### config.mk
export PLATFORM = sky130hd
export DESIGN_NAME = seg7_scan_driver
export DESIGN_NICKNAME = d
export VERILOG_FILES = /design/src/rtl/seg7_pkg.sv /design/src/rtl/seg7_decode.sv /design/src/rtl/seg7_scan_driver.sv
export SDC_FILE = /design/constraint.sdc
export NUM_CORES = 1
export LEC_CHECK = 0
export CAP_MARGIN = 20
export CORE_AREA = 2 2 75 95
export CTS_CLUSTER_DIAMETER = 150
export CTS_CLUSTER_SIZE = 10
export DETAILED_ROUTE_END_ITERATION = 8
export DIE_AREA = 0 0 77 97
export DONT_BUFFER_PORTS = 1
export PLACE_DENSITY = 0.56
export SYNTH_ARGS = -nofsm -noshare
export SYNTH_HDL_FRONTEND = slang
export SYNTH_SLANG_ARGS = --single-unit
export TNS_END_PERCENT = 10
### constraint.sdc
create_clock -name clk -period 3.6 [get_ports clk]
set_input_delay 0.36 -clock clk [delete_from_list [all_inputs] [get_ports clk]]
set_output_delay 0.36 -clock clk [all_outputs]
set_load 0.03 [all_outputs]
### src/rtl/seg7_pkg.sv
// Shared definitions for the seven-segment scan driver: segment codes,
// digit index type, guard state encoding and the buffered frame payload.
package seg7_pkg;

  localparam int unsigned DIGITS   = 4;
  localparam int unsigned NIB_W    = 4;
  localparam int unsigned DATA_W   = DIGITS * NIB_W;
  localparam int unsigned SEG_W    = 7;

  typedef logic [1:0] digit_idx_t;

  // Active-low segment codes, bit order {g,f,e,d,c,b,a}
  localparam logic [SEG_W-1:0] SEG_0    = 7'h40;
  localparam logic [SEG_W-1:0] SEG_1    = 7'h79;
  localparam logic [SEG_W-1:0] SEG_2    = 7'h24;
  localparam logic [SEG_W-1:0] SEG_3    = 7'h30;
  localparam logic [SEG_W-1:0] SEG_4    = 7'h19;
  localparam logic [SEG_W-1:0] SEG_5    = 7'h12;
  localparam logic [SEG_W-1:0] SEG_6    = 7'h02;
  localparam logic [SEG_W-1:0] SEG_7    = 7'h78;
  localparam logic [SEG_W-1:0] SEG_8    = 7'h00;
  localparam logic [SEG_W-1:0] SEG_9    = 7'h10;
  localparam logic [SEG_W-1:0] SEG_A    = 7'h08;
  localparam logic [SEG_W-1:0] SEG_B    = 7'h03;
  localparam logic [SEG_W-1:0] SEG_C    = 7'h46;
  localparam logic [SEG_W-1:0] SEG_D    = 7'h21;
  localparam logic [SEG_W-1:0] SEG_E    = 7'h06;
  localparam logic [SEG_W-1:0] SEG_F    = 7'h0E;
  localparam logic [SEG_W-1:0] SEG_DASH = 7'b0111111;
  localparam logic [SEG_W-1:0] SEG_OFF  = 7'h7F;

  localparam logic [DIGITS-1:0] AN_OFF  = 4'b1111;

  // DARK: nothing shown since reset; GUARD: blanking after a digit change
  typedef enum logic [1:0] {
    ST_DARK  = 2'd0,
    ST_GUARD = 2'd1,
    ST_SHOW  = 2'd2
  } scan_state_t;

  typedef struct packed {
    logic [DATA_W-1:0] data;
    logic [DIGITS-1:0] dp;
  } frame_t;

  function automatic logic [DIGITS-1:0] an_sel(input digit_idx_t idx);
    logic [DIGITS-1:0] one_hot;
    one_hot = 4'b0001 << idx;
    return ~one_hot;
  endfunction

endpackage

### src/rtl/seg7_decode.sv
// Nibble to active-low seven-segment decoder; decimal mode shows a dash
// for values 10-15.
module seg7_decode
  import seg7_pkg::*;
#(
  parameter bit HEX_MODE = 1'b1
) (
  input  logic [NIB_W-1:0] nibble,
  output logic [SEG_W-1:0] seg_c
);

  always_comb begin
    seg_c = SEG_OFF;
    case (nibble)
      4'h0: seg_c = SEG_0;
      4'h1: seg_c = SEG_1;
      4'h2: seg_c = SEG_2;
      4'h3: seg_c = SEG_3;
      4'h4: seg_c = SEG_4;
      4'h5: seg_c = SEG_5;
      4'h6: seg_c = SEG_6;
      4'h7: seg_c = SEG_7;
      4'h8: seg_c = SEG_8;
      4'h9: seg_c = SEG_9;
      4'hA: seg_c = HEX_MODE ? SEG_A : SEG_DASH;
      4'hB: seg_c = HEX_MODE ? SEG_B : SEG_DASH;
      4'hC: seg_c = HEX_MODE ? SEG_C : SEG_DASH;
      4'hD: seg_c = HEX_MODE ? SEG_D : SEG_DASH;
      4'hE: seg_c = HEX_MODE ? SEG_E : SEG_DASH;
      4'hF: seg_c = HEX_MODE ? SEG_F : SEG_DASH;
      default: seg_c = SEG_OFF;
    endcase
  end

endmodule

### src/rtl/seg7_scan_driver.sv
// Four-digit multiplexed seven-segment driver: synchronises the external scan
// index, double-buffers display data per frame and blanks between digits.
module seg7_scan_driver
  import seg7_pkg::*;
#(
  parameter int unsigned SYNC_STAGES  = 2,
  parameter int unsigned GUARD_CYCLES = 1,
  parameter bit          HEX_MODE     = 1'b1
) (
  input  logic              clk,
  input  logic              rst_n,
  input  logic [1:0]        scan_sel,
  input  logic              load,
  input  logic [DATA_W-1:0] data_in,
  input  logic [DIGITS-1:0] dp_in,
  input  logic              blank_lz,
  output logic              busy,
  output logic              frame_done,
  output logic [DIGITS-1:0] an,
  output logic [SEG_W-1:0]  seg,
  output logic              dp
);

  localparam int unsigned NSYNC = (SYNC_STAGES < 2) ? 2 : SYNC_STAGES;
  localparam int unsigned GW    = (GUARD_CYCLES > 0) ? $clog2(GUARD_CYCLES + 1) : 1;
  localparam logic [GW-1:0] GUARD_LOAD = GW'(GUARD_CYCLES);
  localparam logic [GW-1:0] GUARD_ONE  = GW'(1);

  digit_idx_t  sync_q [NSYNC];
  digit_idx_t  sel_s;
  digit_idx_t  sel_q;
  digit_idx_t  show_idx;
  logic        step;
  logic        wrap;

  scan_state_t state_q, state_d;
  logic [GW-1:0] guard_q, guard_d;
  frame_t      pend_q, pend_d;
  frame_t      disp_q, disp_d;
  logic        busy_d;
  logic        frame_done_d;
  logic        show;
  logic [DIGITS-1:0] an_d;
  logic [SEG_W-1:0]  seg_d;
  logic              dp_d;

  logic [NIB_W-1:0] nibble;
  logic [SEG_W-1:0] dec_seg_c;
  logic             lz3, lz2, lz1;
  logic             blank;

  // Scan index synchroniser; sel_q trails the synchronised value by one cycle
  always_ff @(posedge clk or negedge rst_n) begin
    if (!rst_n) begin
      for (int i = 0; i < NSYNC; i++) sync_q[i] <= '0;
      sel_q <= '0;
    end else begin
      sync_q[0] <= scan_sel;
      for (int i = 1; i < NSYNC; i++) sync_q[i] <= sync_q[i-1];
      sel_q <= sel_s;
    end
  end

  assign sel_s    = sync_q[NSYNC-1];
  assign step     = (sel_s != sel_q);
  assign wrap     = step && (sel_q == 2'd3) && (sel_s == 2'd0);
  // Outside a step sel_s equals sel_q, so this is the digit now selected
  assign show_idx = step ? sel_s : sel_q;

  // Frame buffering: pending captures loads, display takes pending at a wrap
  always_comb begin
    pend_d       = pend_q;
    disp_d       = disp_q;
    busy_d       = busy;
    frame_done_d = wrap;
    if (wrap) begin
      if (busy) disp_d = pend_q;
      busy_d = 1'b0;
    end
    if (load) begin
      pend_d.data = data_in;
      pend_d.dp   = dp_in;
      busy_d      = 1'b1;
    end
  end

  // Leading-zero blanking from the value about to be shown
  always_comb begin
    lz3   = (disp_d.data[15:12] == 4'h0);
    lz2   = lz3 && (disp_d.data[11:8] == 4'h0);
    lz1   = lz2 && (disp_d.data[7:4] == 4'h0);
    blank = 1'b0;
    case (show_idx)
      2'd3:    blank = blank_lz && lz3;
      2'd2:    blank = blank_lz && lz2;
      2'd1:    blank = blank_lz && lz1;
      default: blank = 1'b0;
    endcase
  end

  assign nibble = disp_d.data[{show_idx, 2'b00} +: NIB_W];

  seg7_decode #(
    .HEX_MODE (HEX_MODE)
  ) u_decode (
    .nibble (nibble),
    .seg_c  (dec_seg_c)
  );

  // Guard sequencing and output selection
  always_comb begin
    state_d = state_q;
    guard_d = guard_q;
    show    = 1'b0;
    an_d    = AN_OFF;
    seg_d   = SEG_OFF;
    dp_d    = 1'b1;

    case (state_q)
      ST_DARK: begin
        show = 1'b0;
      end
      ST_GUARD: begin
        if (guard_q != GUARD_ONE) begin
          guard_d = guard_q - GUARD_ONE;
        end else begin
          guard_d = '0;
          state_d = ST_SHOW;
          show    = 1'b1;
        end
      end
      ST_SHOW: begin
        show = 1'b1;
      end
      default: begin
        state_d = ST_DARK;
      end
    endcase

    if (step) begin
      if (GUARD_CYCLES == 0) begin
        state_d = ST_SHOW;
        guard_d = '0;
        show    = 1'b1;
      end else begin
        state_d = ST_GUARD;
        guard_d = GUARD_LOAD;
        show    = 1'b0;
      end
    end

    if (show) begin
      an_d  = an_sel(show_idx);
      seg_d = blank ? SEG_OFF : dec_seg_c;
      dp_d  = ~disp_d.dp[show_idx];
    end
  end

  always_ff @(posedge clk or negedge rst_n) begin
    if (!rst_n) begin
      state_q    <= ST_DARK;
      guard_q    <= '0;
      pend_q     <= '0;
      disp_q     <= '0;
      busy       <= 1'b0;
      frame_done <= 1'b0;
      an         <= AN_OFF;
      seg        <= SEG_OFF;
      dp         <= 1'b1;
    end else begin
      state_q    <= state_d;
      guard_q    <= guard_d;
      pend_q     <= pend_d;
      disp_q     <= disp_d;
      busy       <= busy_d;
      frame_done <= frame_done_d;
      an         <= an_d;
      seg        <= seg_d;
      dp         <= dp_d;
    end
  end

endmodule

# Yosys cells after proc, flatten, opt, wreduce, memory -nomap -nowiden
# Memories as Yosys holds them, arrays and structs flattened.
# Index checks and enable logic that the tools add are counted.
# word_totals
in_bits	26
regBits	63
mem_bits_ro	112
mem_count	1
# memory_table
memory	depth	word_bits	rd	rd_ports_with_merged_regs	wr	line	source
(name not given)	16	7	1	0	0	seg7_decode.sv:14	case (nibble)
# op_classes
shifts	2
magnitude_cmp	1
muxes	21
addsub	1
reduce_logical	16
bitwise_logic	2
eq_ne	9
# op_table
operator	n
20-bit 2-to-1 mux	2
16-bit by 5-bit indexed part select with 4-bit output	1
7-bit 2-to-1 mux	2
4-bit logical NOT	3
1-bit 2-to-1 mux	9
2-bit == test, second input constant	4
1-bit logical AND	7
2-bit 2-to-1 mux	3
2-bit by 1-bit == test with 1-bit output, second input constant	2
2-bit logical NOT	2
4-bit 2-to-1 mux	1
4-bit NOT	1
2-bit case mux with 2 select lines	1
2-bit nonzero test	2
1-bit by 2-bit left shift with 4-bit output, first input constant	1
2-bit by 3-bit < comparator with 1-bit output, second input constant	1
3-bit != test, second input constant	1
1-bit case mux with 3 select lines	1
1-bit binary-select mux with 2-bit select	1
2-bit by 1-bit != test with 1-bit output, second input constant	1
2-bit != test	1
1-bit case mux with 2 select lines	1
2-bit AND reduction	1
2-bit OR reduction	1
2 further kinds	2

# Longest topological paths before layout
# logic_depth
ltp_word	11
depth_mapped	9
depth_no_buf	8

# Hierarchy
# A second synthesis with hierarchy kept.
# unflattened
hier_cells	219
area_unflattened_um2	2936.6
# modules_own_cells
mod	n_inst	seq_area_each_um2	area_each_um2	cells_each
seg7_scan_driver	1	1591.5	2675.1	188
seg7_decode	1	0.0	261.5	31

# Worst setup path after synthesis
# OpenSTA, ideal clock, no wires.
# synth_timing
path_type	reg-to-reg
start	register busy
end	register seg[3]
period_less_slack_ps	2256
n_path_buf	0
arrival_ps	2161
path_stages_with_launch	9
setup_ps	95
slack_ps	1344
path_cell_list	dfrtp_1 -> nand3_2 -> and3_2 -> a211oi_1 -> inv_1 -> ha_1 -> mux2_2 -> nor2_1 -> o21ai_0
# synth_between
elab_chain_cells	9
elab_cells_between_ends	15
cone_classes	shift: 1; mux: 5; reduce/logical: 8; memory: 1
# synth_lines
item	line	source
start, declared	seg7_scan_driver.sv:17	output logic busy,
start signal, assigned	seg7_scan_driver.sv:175	busy <= busy_d;
20-bit 2-to-1 mux *	seg7_scan_driver.sv:77	if (busy) disp_d = pend_q;
20-bit 2-to-1 mux *	seg7_scan_driver.sv:76	if (wrap) begin
parallel branches: the longest is 5 deep, another holds memory 16 x 7 bit	n/a	
7-bit 2-to-1 mux *	seg7_scan_driver.sv:154	seg_d = blank ? SEG_OFF : dec_seg_c;
7-bit 2-to-1 mux *	seg7_scan_driver.sv:152	if (show) begin
named net seg_d[3]	seg7_scan_driver.sv:44	logic [SEG_W-1:0] seg_d;
end signal, assigned	seg7_scan_driver.sv:178	seg <= seg_d;
end, declared	seg7_scan_driver.sv:20	output logic [SEG_W-1:0] seg,
# Mark *: on every way through the listed nets, which the timed path passes.
# A chain may end at the register's enable or synchronous reset.

# Final worst setup path
# Same ends and word-level chain as after synthesis.

==> results_dict.tcl <==
set metrics [dict create \
    outcome "complete, no violations" \
    port_buffers 0 \
    cts_hold_buffers 2 \
    report.final.slew_viol_count 0 \
    ios 40 \
    grt_pass1_vias 1907 \
    clk_pin_slew_worst_paths_ns 0.06 \
    drtIter0Drc 49 \
    syn_to_final_growth_pct 10.4 \
    cts_inserted_buffers 9 \
    yosysTopAreaCell "dfrtp_1" \
    rows 33 \
    holdCritPathClass "input pin to flop" \
    dieArea_um2 7470 \
    setup_viol 0 \
    clockRootBuffer "clkbuf_8" \
    path_class "flop to flop" \
    grt.overflow.total 0 \
    grt_pass1_wl_um 9090 \
    async_reset_ff_share_pct 100 \
    power.total_w 0.00180 \
    grt_max_degree 64 \
    min_period_over_period_pct 70.7 \
    seq_area_um2 1590 \
    grt_use_total_pct 15.4 \
    ys.flop_type "dfrtp_1" \
    initial_core_util_pct 44.1 \
    tritoncts "yes" \
    routed_wl_um 5230 \
    clk_path_buf_depth 2 \
    crit_fanout 6 \
    max_freq_mhz 393 \
    max_cap_viol_count 0 \
    die-width_um 77 \
    multi_input_area_um2 1190 \
    synth_edf_count 0 \
    coreArea_um2 6520 \
    synth_area_per_cell_um2 11.2 \
    ys_seq_area_share_pct 55.4 \
    synth_warnings 0 \
    drive_above_1_share_pct 24.2 \
    final.min_clock_period_ns 2.55 \
    firstDrtPassIters 4 \
    power_density_nw_per_um2 567 \
    ys_types 40 \
    synthTopCellsByArea "dfrtp_1, dfstp_2, nand2_1" \
    cts-htree-levels 3 \
    route.vias.total 1789 \
    p_leak_nw 1.45 \
    clock_latency_ns 0.34 \
    wire_per_inst_um 14.9 \
    endpoint_kind "flop" \
    place_hpwl_um 3620 \
    fin_nets 297 \
    antenna_found_initial 0 \
    syn_inst 256 \
    rsz0062_at_grt "false" \
    start_kind "flop" \
    clock-sinks 63 \
    post_cts_buffers 0 \
    layout_common_cells "nand2_1, dfrtp_1, mux2_2, ha_1, dfstp_2" \
    critPathArrivalTime_ns 2.79 \
    cts_resized 0 \
    relSlewSlack_pct 54.3 \
    skew_ns 0.00733 \
    synth-seq-cells 63 \
    fillers 632 \
    ir_drop_uv 267 \
    drcViolationCount 0 \
    layout_commonest_cell "nand2_1" \
    die_y_um 97 \
    synth_top_area_share_pct 44.4 \
    tightest_slew_ns 0.682 \
    viasPerCell 5.10 \
    globalplace.congestion 0.825 \
    setup_tns_ns 0 \
    ant_nets 0 \
    required_ns 3.84 \
    hold_viol 0 \
    antenna_cells 0 \
    syn_area_um2 2880 \
    synthesis.nets 294 \
]
state kept, by name, summed over array words and instances, names as in the netlist:
signal / flops
pend_q: 20
dp: 1
sel_q: 2
sync_q: 2
guard_q: 1
sel_s: 2
frame_done: 1
disp_q: 20
state_q: 2
seg: 7
busy: 1
an: 4
per-stage QoR:
stage / cell area (um^2) / hold slack, ns / setup slack, ns / util (%) / std cells
3_5_place_dp: 2940 / 0.0666 / 1.06 / 45.1 / 333
4_1_cts: 3170 / 0.0289 / 1.04 / 48.6 / 351
6_report: 3170 / 0.0472 / 1.05 / 48.6 / 351
2_1_floorplan: 2880 / 0.0644 / 1.34 / - / 256
3_3_place_gp: 2940 / 0.0667 / 1.13 / 45.1 / 333
5_1_grt: 3170 / 0.0277 / 0.819 / 48.6 / 351
report_power, final:
group          switching, W  total [W]  internal, W
combinational      0.000157   0.000293     0.000136
sequential        0.0000958   0.000908     0.000812
clock              0.000259   0.000597     0.000338
total              0.000512    0.00180      0.00129
cell usage after synthesis, drive strengths merged, types with 4 or more instances:
master / n
nor4: 6
nor2: 6
dfstp: 12
dfrtp: 51
mux2i: 6
clkbuf: 8
a21oi: 6
ha: 12
buf: 4
nand3: 4
nand2: 74
inv: 10
mux2: 23
worst paths after layout:
kind / startpoint / endpoint / slack, ns / cells past startpoint
worst max-delay path: busy / seg[3] / 1.05 / 8
worst min-delay path: scan_sel[0] / sync_q[2] / 0.05 / 0
min in group asynchronous: rst_n / guard_q / 0.56 / 2
worst max register to register: busy / seg[3] / 1.05 / 8
max in group asynchronous: rst_n / seg[1] / 2.73 / 2
worst min register to register: sync_q[2] / sel_s[0] / 0.35 / 0
cells by family after synthesis:
group	synth area share, %
AND/OR/NAND/NOR	15.9
adder cells (fa/ha/maj)	5.22
flip-flops	55.4
XOR/XNOR	0.914
buffers and inverters	3.22
multiplexers	13.6
AO/OA/AOI/OAI	5.83
per-layer routing:
layer | global-route usage (%) | wire length (um)
met1 | 19.9 | 2380
met2 | 23.3 | 2500
met3 | 4.29 | 227
met4 | 8.65 | 122
met5 | 0 | 0
final cells by class:
class	count	share of cell area, %
tap	87	3.43
clock buffer	13	4.69
inverter	10	1.18
timing repair buffer	4	1.66
multi-input combinational	171	37.5
clock inverter	3	1.34
sequential	63	50.2
critical path, stage by stage, from the launching register on:
cell	delay [ns]
dfrtp_1	0.55
nand3_2	0.21
and3_2	0.26
a211oi_1	0.58
inv_1	0.15
ha_1	0.28
mux2_2	0.27
nor2_1	0.08
o21ai_0	0.08
Note: power is estimated with default switching activity, not from simulation.
==> RTL change 1 (config.mk and constraints unchanged) <==
Encoding of `scan_state_t`: now one-hot (3 bits for 3 states).
--- a/src/rtl/seg7_pkg.sv
+++ b/src/rtl/seg7_pkg.sv
@@ -32,10 +32,10 @@
   localparam logic [DIGITS-1:0] AN_OFF  = 4'b1111;
 
   // DARK: nothing shown since reset; GUARD: blanking after a digit change
-  typedef enum logic [1:0] {
-    ST_DARK  = 2'd0,
-    ST_GUARD = 2'd1,
-    ST_SHOW  = 2'd2
+  typedef enum logic [2:0] {
+    ST_DARK  = 3'b001,
+    ST_GUARD = 3'b010,
+    ST_SHOW  = 3'b100
   } scan_state_t;
 
   typedef struct packed {
Formal check against the unedited RTL: no difference found for any inputs over 10 cycles, from zero or initial values and one cycle with rst_n low; not proved beyond that.
==> RTL change 1 against the unedited design <==
- worst hold slack lost 0.0028 ns
- area after synthesis up 1.0%
- final area is 1.5% higher
- highest routed layer unchanged
- synthesized cell count is the same
- power increased by 3.7%
- global-route usage up 1.2 points
- routed wire length up 5.7%
- first-iteration DRC count grew 100%
- count of clock-buffer cells in the layout fell by 2
- largest power group unchanged
- sequential cell count is 1 higher
- setup slack got worse by 0.014 ns
- sequential share of layout area increased by 0.056 points
- combinational power shrank 3%
==> RTL change 1: results <==
export IMPL_gp_congestion=0.819
export IMPL_syn_nets=291
export IMPL_multi_input_comb_cells=174
export IMPL_fin_worst_skew_ns=0.0130
export IMPL_crit_slowest_cell="dfrtp_1"
export IMPL_grtUsageMet2_pct=25.1
export IMPL_nFillCells=631
export IMPL_ys_seq_area_share_pct=55.7
export IMPL_final_layout_size_suffix_gt1_share_pct=22.7
export IMPL_internal_power_mw=1.35
export IMPL_met3_length_um=315
export IMPL_buffers_excl_clock=2
export IMPL_nClkBuffers=11
export IMPL_rr_worst_depth=7
export IMPL_grt_pass1_wl_um=9670
export IMPL_synth_area_um2=2900
export IMPL_grt_met1_usage_pct=22.2
export IMPL_grt_pass1_vias=1961
export IMPL_multi_input_area_um2=1210
export IMPL_status="complete, no violations"
export IMPL_layout_nonclk_buf_share_pct=1.17
export IMPL_synth_top_area_share_pct=43.9
export IMPL_cp_top_family="multiplexers"
export IMPL_n_antenna_cell=1
export IMPL_synth_cell_type_count=50
export IMPL_post_dp_hpwl_um=3850
export IMPL_wl_met1_um=2400
export IMPL_antenna_found_initial=1
export IMPL_seq_cell_count=64
export IMPL_inverters=8
export IMPL_num_vias=1929
export IMPL_clkCellAreaFrac_pct=6.60
export IMPL_grt_max_degree=65
export IMPL_first_pass_iters=4
export IMPL_critPathArrivalTime_ns=2.80
export IMPL_worstPathMaxFanout=7
export IMPL_gr_usage_met3_pct=4.38
export IMPL_irDropWorstVdd_v=0.000346
-- RTL change 1: cell types whose count changed after synthesis, sizes merged, moves of 3 or more --
cell    change
ha          -3
nor3b       +3
o311ai      +3
o21ai       +3
mux2i       -3
nand2       -6
-- RTL change 1: metrics by stage --
step / hold WS (ns) / std cells / instance area (um^2) / utilization, % / setup slack (ns)
2_1_floorplan: 0.0644 / 256 / 2900 / - / 1.23
3_3_place_gp: 0.0664 / 333 / 2970 / 45.5 / 1.09
3_5_place_dp: 0.0665 / 333 / 2970 / 45.5 / 1.06
4_1_cts: 0.0243 / 351 / 3220 / 49.3 / 1.04
5_1_grt: 0.0183 / 352 / 3220 / 49.4 / 0.929
6_report: 0.0444 / 352 / 3220 / 49.4 / 1.04
-- RTL change 1: power by group through the flow --
stage | Combinational (mW) | Clock [mW] | Sequential, mW
finish | 0.284 | 0.659 | 0.922
global route | 0.326 | 0.711 | 0.936
CTS | 0.285 | 0.679 | 0.923
detailed placement | 0.265 | 0 | 0.937
global placement | 0.261 | 0 | 0.937
floorplan | 0.231 | 0 | 0.908
-- RTL change 1: cell families (layout without fill, tap and decap cells) --
family	after synthesis	after routing	share of synthesized area, %
xor gates and xnor gates	2	2	0.603
DFF	64	64	55.7
AOI/OAI and AO/OA	38	38	9.65
and+or+nand+nor	96	96	15.5
buffers and inverters	18	26	2.54
other	0	1	0
muxes	29	29	12.1
adders and majority gates	9	9	3.88
-- RTL change 1: final timing paths --
check                            startpoint        end  slack, ns
worst min-delay path            scan_sel[1]  sync_q[3]       0.04
worst min register to register    sync_q[3]   sel_s[1]       0.36
worst max-delay path                   busy     seg[5]       1.04
max in group asynchronous             rst_n         dp       2.74
min in group asynchronous             rst_n   sel_s[1]       0.53
worst max register to register         busy     seg[5]       1.04
==> RTL change 2 (same settings) <==
Without the edit above. `HEX_MODE` is set to 1'b1 in 2 places; all go to 1'b0.
--- a/src/rtl/seg7_decode.sv
+++ b/src/rtl/seg7_decode.sv
@@ -3,7 +3,7 @@
 module seg7_decode
   import seg7_pkg::*;
 #(
-  parameter bit HEX_MODE = 1'b1
+  parameter bit HEX_MODE = 1'b0
 ) (
   input  logic [NIB_W-1:0] nibble,
   output logic [SEG_W-1:0] seg_c
--- a/src/rtl/seg7_scan_driver.sv
+++ b/src/rtl/seg7_scan_driver.sv
@@ -5,7 +5,7 @@
 #(
   parameter int unsigned SYNC_STAGES  = 2,
   parameter int unsigned GUARD_CYCLES = 1,
-  parameter bit          HEX_MODE     = 1'b1
+  parameter bit          HEX_MODE     = 1'b0
 ) (
   input  logic              clk,
   input  logic              rst_n,
Formal check against the unedited RTL: not equivalent (Yosys sat finds a counterexample within 10 cycles, from zero or initial values and one cycle with rst_n low).
==> RTL change 2 against the unedited design <==
- via count is 3.1% lower
- final cell count is 9.7% lower
- first-iteration DRC count is 22% higher
- sequential cell count stayed put
- utilization is 0.88 points higher
- critical path depth stayed put
- setup slack worse by 0.10 ns
- power is 11% higher
- final area is 1.8% higher
- routed wire length is 2.3% lower
- area after synthesis is 0.48% higher
- clock skew is 0.0022 ns higher
- largest cell class unchanged
==> RTL change 2: results <==
export IMPL_max_slew_margin_rel_pct=59.8
export IMPL_antenna_found_initial=0
export IMPL_critPathArrivalTime_ns=2.87
export IMPL_nFillCells=596
export IMPL_viasPerCell=5.47
export IMPL_top_regs="disp_q: 20 flops, pend_q: 20 flops, seg: 7 flops"
export IMPL_post_dp_hpwl_um=3620
export IMPL_synthFlopType="dfrtp_1"
export IMPL_track_usage_pct=15.4
export IMPL_irDropWorstVdd_v=0.000282
export IMPL_clk_latency_ns=0.34
export IMPL_cts_root_buf="clkbuf_8"
export IMPL_synthArstFlopShare_pct=100
export IMPL_worstPathMaxFanout=7
export IMPL_n_antenna_cell=0
export IMPL_synth_xor_area_share_pct=0.909
export IMPL_gp_congestion=0.848
export IMPL_numCtsBuffers=9
export IMPL_grt_pass1_wl_um=8850
export IMPL_cts_htree_levels=3
export IMPL_drt_iter0_drc=60
export IMPL_status="complete, no violations"
export IMPL_io_buffers=0
export IMPL_synth_common_cells="dfrtp_1 (51), mux2_2 (41), inv_1 (13)"
export IMPL_yosys_top_cells_area="dfrtp_1 (44%), mux2_2 (16%), dfstp_2 (11%), ha_1 (5.2%), o211ai_1 (2.9%)"
export IMPL_final_layout_size_suffix_gt1_share_pct=34.8
export IMPL_fin_worst_skew_ns=0.00950
export IMPL_r2r_setup_slack_ns=0.95
export IMPL_synth_cell_type_count=40
export IMPL_wl_per_cell_um=16.1
export IMPL_cts_reportedPaths_clkPinSlew_ns=0.07
export IMPL_ys_seq_area_share_pct=55.1
export IMPL_hp_class="in2reg"
export IMPL_clockBufferDepth=2
export IMPL_synthMuxAreaShare_pct=19.1
export IMPL_yosys_warnings=0
export IMPL_grt_max_degree=64
export IMPL_first_pass_iters=4
export IMPL_synthAdderAreaFrac_pct=5.20
export IMPL_synth_compound_area_share_pct=7.84
export IMPL_grt_pass1_vias=1727
export IMPL_p_leak_nw=1.38
export IMPL_layout_nets=263
-- RTL change 2: cell types whose count changed after synthesis, sizes merged, moves of 3 or more --
cell,change
inv,+3
mux2,+19
mux2i,-3
nand2,-64
nand4,+3
o211ai,+9
o221ai,-3
-- RTL change 2: critical path, stage by stage, from the launching register on --
cell      delay, ns
dfrtp_1        0.60
and3_1         0.35
mux2_4         0.32
mux4_2         0.52
inv_1          0.12
ha_1           0.18
a211oi_1       0.06
a221oi_2       0.23
o211ai_1       0.14
-- RTL change 2: what timing repair did --
| item | CTS | global route |
|---|---|---|
| setup buffers | 0 | 0 |
| resized for setup | 0 | 0 |
| hold buffers | 2 | 0 |
| hold endpoints to repair | 63 | 0 |
-- RTL change 2: cell families (layout without fill, tap and decap cells) --
kind of cell | after synthesis | count (layout)
AOI/OAI and AO/OA | 32 | 32
xor gates and xnor gates | 3 | 3
adders and majority gates | 12 | 12
buffers and inverters | 24 | 33
DFF | 63 | 63
muxes | 47 | 47
and+or+nand+nor | 40 | 40
-- RTL change 2: layout make-up --
class                   count  area (um^2)  share of cell area [%]
flip-flops and latches     63         1590                    49.3
multi-input cells         134         1170                    36.3
clock buffers              11          151                    4.69
well taps                  87          109                    3.37
clock inverters             5          104                    3.21
repair buffers              4         52.6                    1.63
inverters                  13         48.8                    1.51
-- RTL change 2: final timing paths --
kind,startpoint,to,cells past startpoint
worst max-delay path,busy,seg[4],8
worst min-delay path,scan_sel[1],sync_q[3],0
worst max register to register,busy,seg[4],8
worst min register to register,sync_q[2],sel_s[0],0
max in group asynchronous,rst_n,an[3],2
min in group asynchronous,rst_n,state_q[1],2
-- RTL change 2: metrics by stage --
stage	setup slack, ns	std cells	util, %	area (um^2)	hold WS [ns]
after global placement	1.03	299	45.0	2940	0.0665
after detailed placement	0.967	299	45.0	2940	0.0664
final	0.953	317	49.5	3230	0.0406
after CTS	0.946	317	49.5	3230	0.0237
after global routing	0.763	317	49.5	3230	0.0136
after floorplan	1.18	221	-	2890	0.0644
-- RTL change 2: per-layer routing --
metal | vias to the layer above | global-route usage, % | wire length, um
met4 | 0 | 8.24 | 131
met1 | 875 | 20.2 | 2360
li1 | 809 | - | -
met5 | - | 0 | 0
met2 | 37 | 23.3 | 2450
met3 | 12 | 4.29 | 166
-- RTL change 2: power breakdown --
part	switching, mW	internal, mW	leakage (nW)
sequential	0.102	0.822	0.726
clock	0.267	0.497	0.130
combinational	0.143	0.160	0.524
total	0.512	1.48	1.38
